<file path="src/rtl/led_matrix_scan_pkg.sv">
// Shared 8x8 board types and row extraction, common to the shift stage and the scanner.
package matrix_pkg;

  localparam int ROWS = 8;
  localparam int COLS = 8;

  typedef logic [ROWS*COLS-1:0] frame_t;
  typedef logic [COLS-1:0]      line_t;

  typedef enum logic {
    ST_BLANK = 1'b0,
    ST_DRIVE = 1'b1
  } scan_state_t;

  // Row 0 lives in the top byte; bit 7 of each line is the leftmost column.
  function automatic line_t row_of(frame_t f, int r);
    return f[(ROWS-1-r)*COLS +: COLS];
  endfunction

endpackage

</file>
<file path="src/rtl/led_matrix_scan_if.sv">
// Frame handoff from the shift stage: valid/ready transfer of one 64-bit board.
interface led_matrix_scan_if;
  import matrix_pkg::*;

  frame_t frame_in;
  logic   frame_valid;
  logic   frame_ready;

  modport master (output frame_in, output frame_valid, input frame_ready);
  modport slave  (input frame_in, input frame_valid, output frame_ready);

endinterface

</file>
<file path="src/rtl/led_matrix_scan_tick_gen.sv">
// Row-slot timebase: tick within a row slot, current row, and end-of-slot / end-of-frame strobes.
module scan_tick_gen
  import matrix_pkg::*;
#(
  parameter  int ROW_TICKS = 1000,
  localparam int TW        = (ROW_TICKS > 1) ? $clog2(ROW_TICKS) : 1
) (
  input  logic          clk,
  input  logic          reset,
  output logic [TW-1:0] tick,
  output logic [2:0]    row,
  output logic          last_tick,
  output logic          frame_end
);

  assign last_tick = (tick == TW'(ROW_TICKS - 1));
  assign frame_end = last_tick && (row == 3'(ROWS - 1));

  // Row wraps 7 -> 0 through natural 3-bit overflow.
  always_ff @(posedge clk) begin
    if (reset) begin
      tick <= '0;
      row  <= '0;
    end else if (last_tick) begin
      tick <= '0;
      row  <= row + 3'd1;
    end else begin
      tick <= tick + TW'(1);
    end
  end

endmodule

</file>
<file path="src/rtl/led_matrix_scan.sv">
// Double-buffered 8x8 LED row-multiplexing driver with per-row anti-ghosting blanking.
//   state    | meaning
//   ST_BLANK | first BLANK_TICKS ticks of a row slot, all rows and columns off
//   ST_DRIVE | remainder of the slot, current row selected and its columns driven
module led_matrix_scan
  import matrix_pkg::*;
#(
  parameter int ROW_TICKS      = 1000,
  parameter int BLANK_TICKS    = 8,
  parameter bit ROW_ACTIVE_LOW = 1'b1,
  parameter bit COL_ACTIVE_LOW = 1'b0
) (
  input  logic                clk,
  input  logic                reset,
  led_matrix_scan_if.slave    bus,
  output line_t               row_sel,
  output line_t               col_data,
  output logic                frame_done
);

  localparam int    TW      = (ROW_TICKS > 1) ? $clog2(ROW_TICKS) : 1;
  localparam line_t ROW_OFF = ROW_ACTIVE_LOW ? 8'hFF : 8'h00;
  localparam line_t COL_OFF = COL_ACTIVE_LOW ? 8'hFF : 8'h00;

  logic [TW-1:0] tick;
  logic [2:0]    row;
  logic          last_tick;
  logic          frame_end;

  frame_t        active;
  frame_t        pending;
  logic          pending_full;

  scan_state_t   state_q;
  scan_state_t   state_d;
  line_t         row_sel_d;
  line_t         col_data_d;

  scan_tick_gen #(.ROW_TICKS(ROW_TICKS)) u_tick_gen (
    .clk       (clk),
    .reset     (reset),
    .tick      (tick),
    .row       (row),
    .last_tick (last_tick),
    .frame_end (frame_end)
  );

  // Swap wins over acceptance: ready is already low whenever a swap can happen.
  always_ff @(posedge clk) begin
    if (reset) begin
      active       <= '0;
      pending      <= '0;
      pending_full <= 1'b0;
    end else if (frame_end && pending_full) begin
      active       <= pending;
      pending_full <= 1'b0;
    end else if (bus.frame_valid && !pending_full) begin
      pending      <= bus.frame_in;
      pending_full <= 1'b1;
    end
  end

  assign bus.frame_ready = ~pending_full;

  always_ff @(posedge clk) begin
    if (reset) begin
      state_q <= ST_BLANK;
    end else begin
      state_q <= state_d;
    end
  end

  // state_q tracks the phase of the current tick, so look one tick ahead here.
  always_comb begin
    state_d = state_q;
    case (state_q)
      ST_BLANK: if (!last_tick && (int'(tick) + 1 >= BLANK_TICKS)) state_d = ST_DRIVE;
      ST_DRIVE: if (last_tick) state_d = ST_BLANK;
      default:  state_d = ST_BLANK;
    endcase
  end

  always_comb begin
    row_sel_d  = ROW_OFF;
    col_data_d = COL_OFF;
    if (state_q == ST_DRIVE) begin
      row_sel_d  = ROW_ACTIVE_LOW ? ~(line_t'(1) << row) : (line_t'(1) << row);
      col_data_d = COL_ACTIVE_LOW ? ~row_of(active, int'(row)) : row_of(active, int'(row));
    end
  end

  // Column data is captured from the pre-swap buffer, so row 7 never shows the next frame.
  always_ff @(posedge clk) begin
    if (reset) begin
      row_sel    <= ROW_OFF;
      col_data   <= COL_OFF;
      frame_done <= 1'b0;
    end else begin
      row_sel    <= row_sel_d;
      col_data   <= col_data_d;
      frame_done <= frame_end;
    end
  end

endmodule
</file>
<file path="src/flat_wrapper.sv">
// flat-port wrapper written by rule: the top's interface ports become plain ports
module led_matrix_scan_flat import matrix_pkg::*;
#(
  parameter int ROW_TICKS      = 1000,
  parameter int BLANK_TICKS    = 8,
  parameter bit ROW_ACTIVE_LOW = 1'b1,
  parameter bit COL_ACTIVE_LOW = 1'b0
)
  (clk, reset, row_sel, col_data, frame_done, bus_frame_in, bus_frame_valid, bus_frame_ready);
  led_matrix_scan_if bus_i ();
  input  logic clk;
  input  logic reset;
  output line_t row_sel;
  output line_t col_data;
  output logic frame_done;
  input wire logic [$bits(bus_i.frame_in)-1:0] bus_frame_in;
  input wire logic [$bits(bus_i.frame_valid)-1:0] bus_frame_valid;
  output wire logic [$bits(bus_i.frame_ready)-1:0] bus_frame_ready;
  assign bus_i.frame_in = bus_frame_in;
  assign bus_i.frame_valid = bus_frame_valid;
  assign bus_frame_ready = bus_i.frame_ready;
  led_matrix_scan #(.ROW_TICKS(ROW_TICKS), .BLANK_TICKS(BLANK_TICKS), .ROW_ACTIVE_LOW(ROW_ACTIVE_LOW), .COL_ACTIVE_LOW(COL_ACTIVE_LOW)) u_core (.clk(clk), .reset(reset), .bus(bus_i), .row_sel(row_sel), .col_data(col_data), .frame_done(frame_done));
endmodule
</file>
<file path="config.mk">
export PLATFORM = sky130hd
export DESIGN_NAME = led_matrix_scan_flat
export DESIGN_NICKNAME = d
export VERILOG_FILES = /design/src/rtl/led_matrix_scan_pkg.sv /design/src/rtl/led_matrix_scan_if.sv /design/src/rtl/led_matrix_scan_tick_gen.sv /design/src/rtl/led_matrix_scan.sv /design/src/flat_wrapper.sv
export SDC_FILE = /design/constraint.sdc
export NUM_CORES = 1
export LEC_CHECK = 0
export CORE_MARGIN = 4
export CORE_UTILIZATION = 40
export CTS_CLUSTER_SIZE = 28
export DETAILED_ROUTE_END_ITERATION = 10
export PLACE_DENSITY = 0.59
export SLEW_MARGIN = 15
export SYNTH_ARGS = -nofsm -noshare
export SYNTH_HDL_FRONTEND = slang
export SYNTH_SLANG_ARGS = --single-unit
export TNS_END_PERCENT = 5
</file>
<file path="constraint.sdc">
create_clock -name clk -period 4.85 [get_ports clk]
set_input_delay 0.7275 -clock clk [delete_from_list [all_inputs] [get_ports clk]]
set_output_delay 0.7275 -clock clk [all_outputs]
set_load 0.02 [all_outputs]
</file>
Word level (Yosys, flattened, before mapping). Index checks and enable logic that the tools add are counted. Widths: inputs -> output; s select.

Shifts and indexed selects: 2. $add $sub $neg: 4. Divide/modulo/power cells: 0. Equal/unequal tests: 2. Reductions and logical operators: 10. Magnitude comparators: 1. $mul: 0. Multiplexer cells: 3. Bitwise operators: 4.

Operator list (number): $shiftx 64x32->8 (1); $ge 32x5->1 const B (1); $add 10x1->11 const B (1); $add 10x1->10 const B (1); $eq 10x10->1 const B (1); $not 8->8 (1); $shl 1x3->8 const A (1); $reduce_or 2->1 (3); $logic_and 1x1->1 (4); $sub 3x3->4 const A (1); $add 3x1->3 const B (1); $eq 3x3->1 const B (1); $not 1->1 (3); $logic_not 1->1 (2); $mux 1 (2); $pmux 1 s2 (1); $reduce_and 2->1 (1).

Flip-flop bits (word level): 160. Input bits: 67. RAM bits: 0. Memories: 0. Latch bits: 0. Logic and storage cells: 35. Bits in read-only memories: 0. Output and inout port bits: 18.

Logic depth before layout (Yosys ltp).
Word-level depth: 5. Mapped depth: 8.

Modules after synthesis. Synthesis repeated with hierarchy kept, for this count alone.

Cell total of the unflattened synthesis: 727. Area, all modules: 5997.0 µm².

By module, submodules not included: led_matrix_scan (cells an instance 663, times used 1, area an instance 5406.4 µm², seq. area each 2942.8 µm²); scan_tick_gen (cells an instance 64, times used 1, area an instance 590.6 µm², seq. area each 260.2 µm²).

Worst setup path before layout. OpenSTA, ideal clock, no wires.

Kind: register -> register. Start point: reg u_core.u_tick_gen.tick[0]. End point: reg u_core.active[0]. Setup slack: 2.929 ns. Data required time: 4.780 ns. Data arrival time: 1.851 ns. Stages on the path, launching flop included: 9. Setup time: 0.070 ns. Cells stage by stage: dfxtp_1 ha_1 nand4b_2 nor4_4 and3_4 buf_12 buf_12 nand2_2 a21oi_2.

Cells in the longest elaborated chain, start to end: 3.

RTL lines: start, declared (RTL line led_matrix_scan_tick_gen.sv:10) `output logic [TW-1:0] tick,`; start signal, assigned (RTL line led_matrix_scan_tick_gen.sv:28) `tick <= tick + TW'(1);`; $eq 10x10->1 (RTL line led_matrix_scan_tick_gen.sv:16) `assign last_tick = (tick == TW'(ROW_TICKS - 1));`; $logic_and 1x1->1 (RTL line led_matrix_scan_tick_gen.sv:17) `assign frame_end = last_tick && (row == 3'(ROWS - 1));`; $logic_and 1x1->1 (RTL line led_matrix_scan.sv:54) `end else if (frame_end && pending_full) begin`; end signal, assigned (RTL line led_matrix_scan.sv:55) `active <= pending;`; end, declared (RTL line led_matrix_scan.sv:30) `frame_t active;`.

No other way between the ends. A chain may end at the register's enable or synchronous reset.

Final worst setup path.
Start point: reg u_core.u_tick_gen.row[1]. End point: reg u_core.active[20].

Cells in the longest elaborated chain, start to end: 3.

RTL lines: start, declared (RTL line led_matrix_scan_tick_gen.sv:11) `output logic [2:0] row,`; start signal, assigned (RTL line led_matrix_scan_tick_gen.sv:26) `row <= row + 3'd1;`; $eq 3x3->1 (RTL line led_matrix_scan_tick_gen.sv:17); $logic_and 1x1->1 (RTL line led_matrix_scan_tick_gen.sv:17); $logic_and 1x1->1 (RTL line led_matrix_scan.sv:54).

No other way between the ends.

==> metrics.txt <==
status=finished, final reports clean; first-pass GRT wire length=24.0 mm; initial antenna violation count=0; Routed WL per cell=14.4 um; HPWL Detailed=9.51 mm; Post-Syn Area per Cell=8.81 um2; worst slew pin tran=1080 ps; vias in the first global route=4809; IO Pins=85; top_reg_cell synth=dfxtp_1; Synth Register Bits=160; clock slew at reported path FFs=60 ps; Worst Setup Start Kind=flip-flop; Crit. End Element=flip-flop; Synth top area share=0.511; Worst Path Required=5190 ps; share of cells above drive strength 1=0.149; Clock Power Share=0.495; Root Buffer=clkbuf_16; max_cap viols=0; DRT Pass-1 Iters=4; P_sw=0.646 mW; Crit Path Max Fanout=65; number of synthesized flops with an enable pin=0; fmax=0.374 GHz; total CTS buffers=17; area grow syn2layout=24.8%; most instantiated cells after synthesis=nand2_1 (261), dfxtp_1 (160), a21oi_1 (98); post-synthesis cell type count=39; worst r2r src=u_core.u_tick_gen.row[1]$_SDFFE_PP0P_; Setup Buffers After CTS=0; core area=15300 um2; Critical Path Sink=u_core.active[20]$_SDFFE_PP0P_; cell with the most instances after synthesis=nand2_1; crit path DAT=3020 ps; sw frac=0.211; Clock Sinks=160; Iteration-0 DRC Markers=287; worst clock skew=8.85 ps; Synth Instances=712; CTS tree=done; Int Pwr=2.41 mW; reg2reg end=u_core.active[20]$_SDFFE_PP0P_; number of port buffers=84; Die ar.=17700 um2; slew margin rel.=0.281; WHS=454 ps; FP Rows=45; Initial Utilization=0.411; top post-synthesis cells by area=dfxtp_1 (51%), nand2_1 (16%), a21oi_1 (7.8%); CP Class=reg2reg; H-Tree Depth=4; Final period util=0.552; Post-Syn Nets=787; total track usage=0.167; power per cell area=391 nW/um2; # hold bufs at CTS=0; reg2reg path depth=5; endpoints failing setup=0; unrepaired setup endpoints after global routing=no; setup TNS=0 ps; Async SR Flop Fraction=0; sequential fraction of the synthesis area=0.511; Final Hold Viols=0; post-synthesis cell type with the largest combined area=dfxtp_1; detailed-route via count=4796; Ys Warns=0; largest net degree at the start of global routing=93; Cell Area, Synth=6270 um2; LEAKAGE=2.67 nW; gr ovfl total=0; Die W=133 um; Sequential Power Share=0.451; antenna-violating nets left=0; Final Critical Period=2680 ps; CTS max path bufs=2; Vias/cell=4.82; total wire length=14.3 mm; Peak VDD IR=0.261 mV; nets=845; ant diodes=0; CP startpoint=u_core.u_tick_gen.row[1]$_SDFFE_PP0P_; Die Span Y=133 um; post-route DRC violation count=0; clk_lat worst skew=420 ps; max-slew violation count=0; combinational power share=0.055; reg2reg setup slack=2170 ps; HP Class=reg2reg; RePlAce Congestion=0.768; Resized Gates After CTS=0
==> kinds of logic after synthesis <==
logic type               synth area share
multiplexers                       0.0590
adder cells (fa/ha/maj)            0.0160
XOR/XNOR                           0.0126
buffers and inverters              0.0469
flip-flops                          0.511
AND/OR/NAND/NOR                     0.217
AO/OA/AOI/OAI                       0.138
==> flip-flops by register name, summed over array words and instances, names as in the netlist <==
signal	count
u_core.u_tick_gen.tick	10
u_core.active	64
u_core.row_sel	8
u_core.pending	64
u_core.frame_done	1
u_core.col_data	8
u_core.pending_full	1
u_core.u_tick_gen.row	3
u_core.state_q	1
==> routing by layer <==
layer / global-route usage / part of all wire / vias up
met5: 0 / 0 / -
met2: 0.253 / 0.44 / 104
met4: 0.0543 / 0.0090 / 0
li1: - / - / 2451
met3: 0.0476 / 0.048 / 8
met1: 0.232 / 0.50 / 2233
==> metrics by stage <==
step	instance area (um2)	cells	utilization	power, mW	setup WS [ps]
6_report	7830	994	0.513	3.06	2170
4_1_cts	7820	994	0.513	3.09	2120
2_1_floorplan	6270	712	-	1.49	2930
3_3_place_gp	7140	962	0.468	1.57	2240
5_1_grt	7830	994	0.513	3.17	1900
3_5_place_dp	7140	962	0.468	1.58	2140
==> how the worst min path moves through the flow <==
stage,start,to,slack (ps),depth (start not counted)
2_1_floorplan,u_core.pending[10]$_SDFFE_PP0P_,u_core.active[10]$_SDFFE_PP0P_,430,2
3_3_place_gp,u_core.active[17]$_SDFFE_PP0P_,u_core.active[17]$_SDFFE_PP0P_,440,2
3_5_place_dp,u_core.active[49]$_SDFFE_PP0P_,u_core.active[49]$_SDFFE_PP0P_,440,2
4_1_cts,u_core.pending[52]$_SDFFE_PP0P_,u_core.active[52]$_SDFFE_PP0P_,460,2
5_1_grt,u_core.active[18]$_SDFFE_PP0P_,u_core.active[18]$_SDFFE_PP0P_,470,2
6_report,u_core.active[17]$_SDFFE_PP0P_,u_core.active[17]$_SDFFE_PP0P_,450,2
==> power by group through the flow <==
stage               combinational (mW)  sequential, mW  clock (mW)
finish                           0.167            1.38        1.51
global route                     0.187            1.38        1.60
CTS                              0.170            1.38        1.54
detailed placement               0.169            1.41           0
global placement                 0.165            1.41           0
floorplan                       0.0900            1.40           0
==> worst max-delay path, cell delays in order (launching register included) <==
cell,delay [ps]
dfxtp_1,970
ha_1,320
ha_1,230
and3_4,750
nand2_1,160
a21oi_2,150
==> layout make-up <==
cell class | instances | area, um2
multi-input cells | 497 | 2790
clock inverters | 13 | 234
clock buffers | 19 | 443
fillers | 1473 | 7430
well taps | 211 | 264
repair buffers | 88 | 868
flip-flops and latches | 160 | 3200
inverters | 6 | 22.5
==> cells in the final DEF (no fill, tap or decap), types with 8 or more instances in the layout <==
master / Yosys / final
clkdlybuf4s50_1: 0 / 83
nand2_1: 261 / 260
dfxtp_1: 160 / 160
nand2_2: 20 / 20
a21oi_1: 98 / 98
mux4_2: 16 / 16
a21oi_2: 38 / 38
ha_1: 8 / 8
clkbuf_16: 0 / 17
nor2_1: 14 / 14
(Power assumes the default switching activity.)
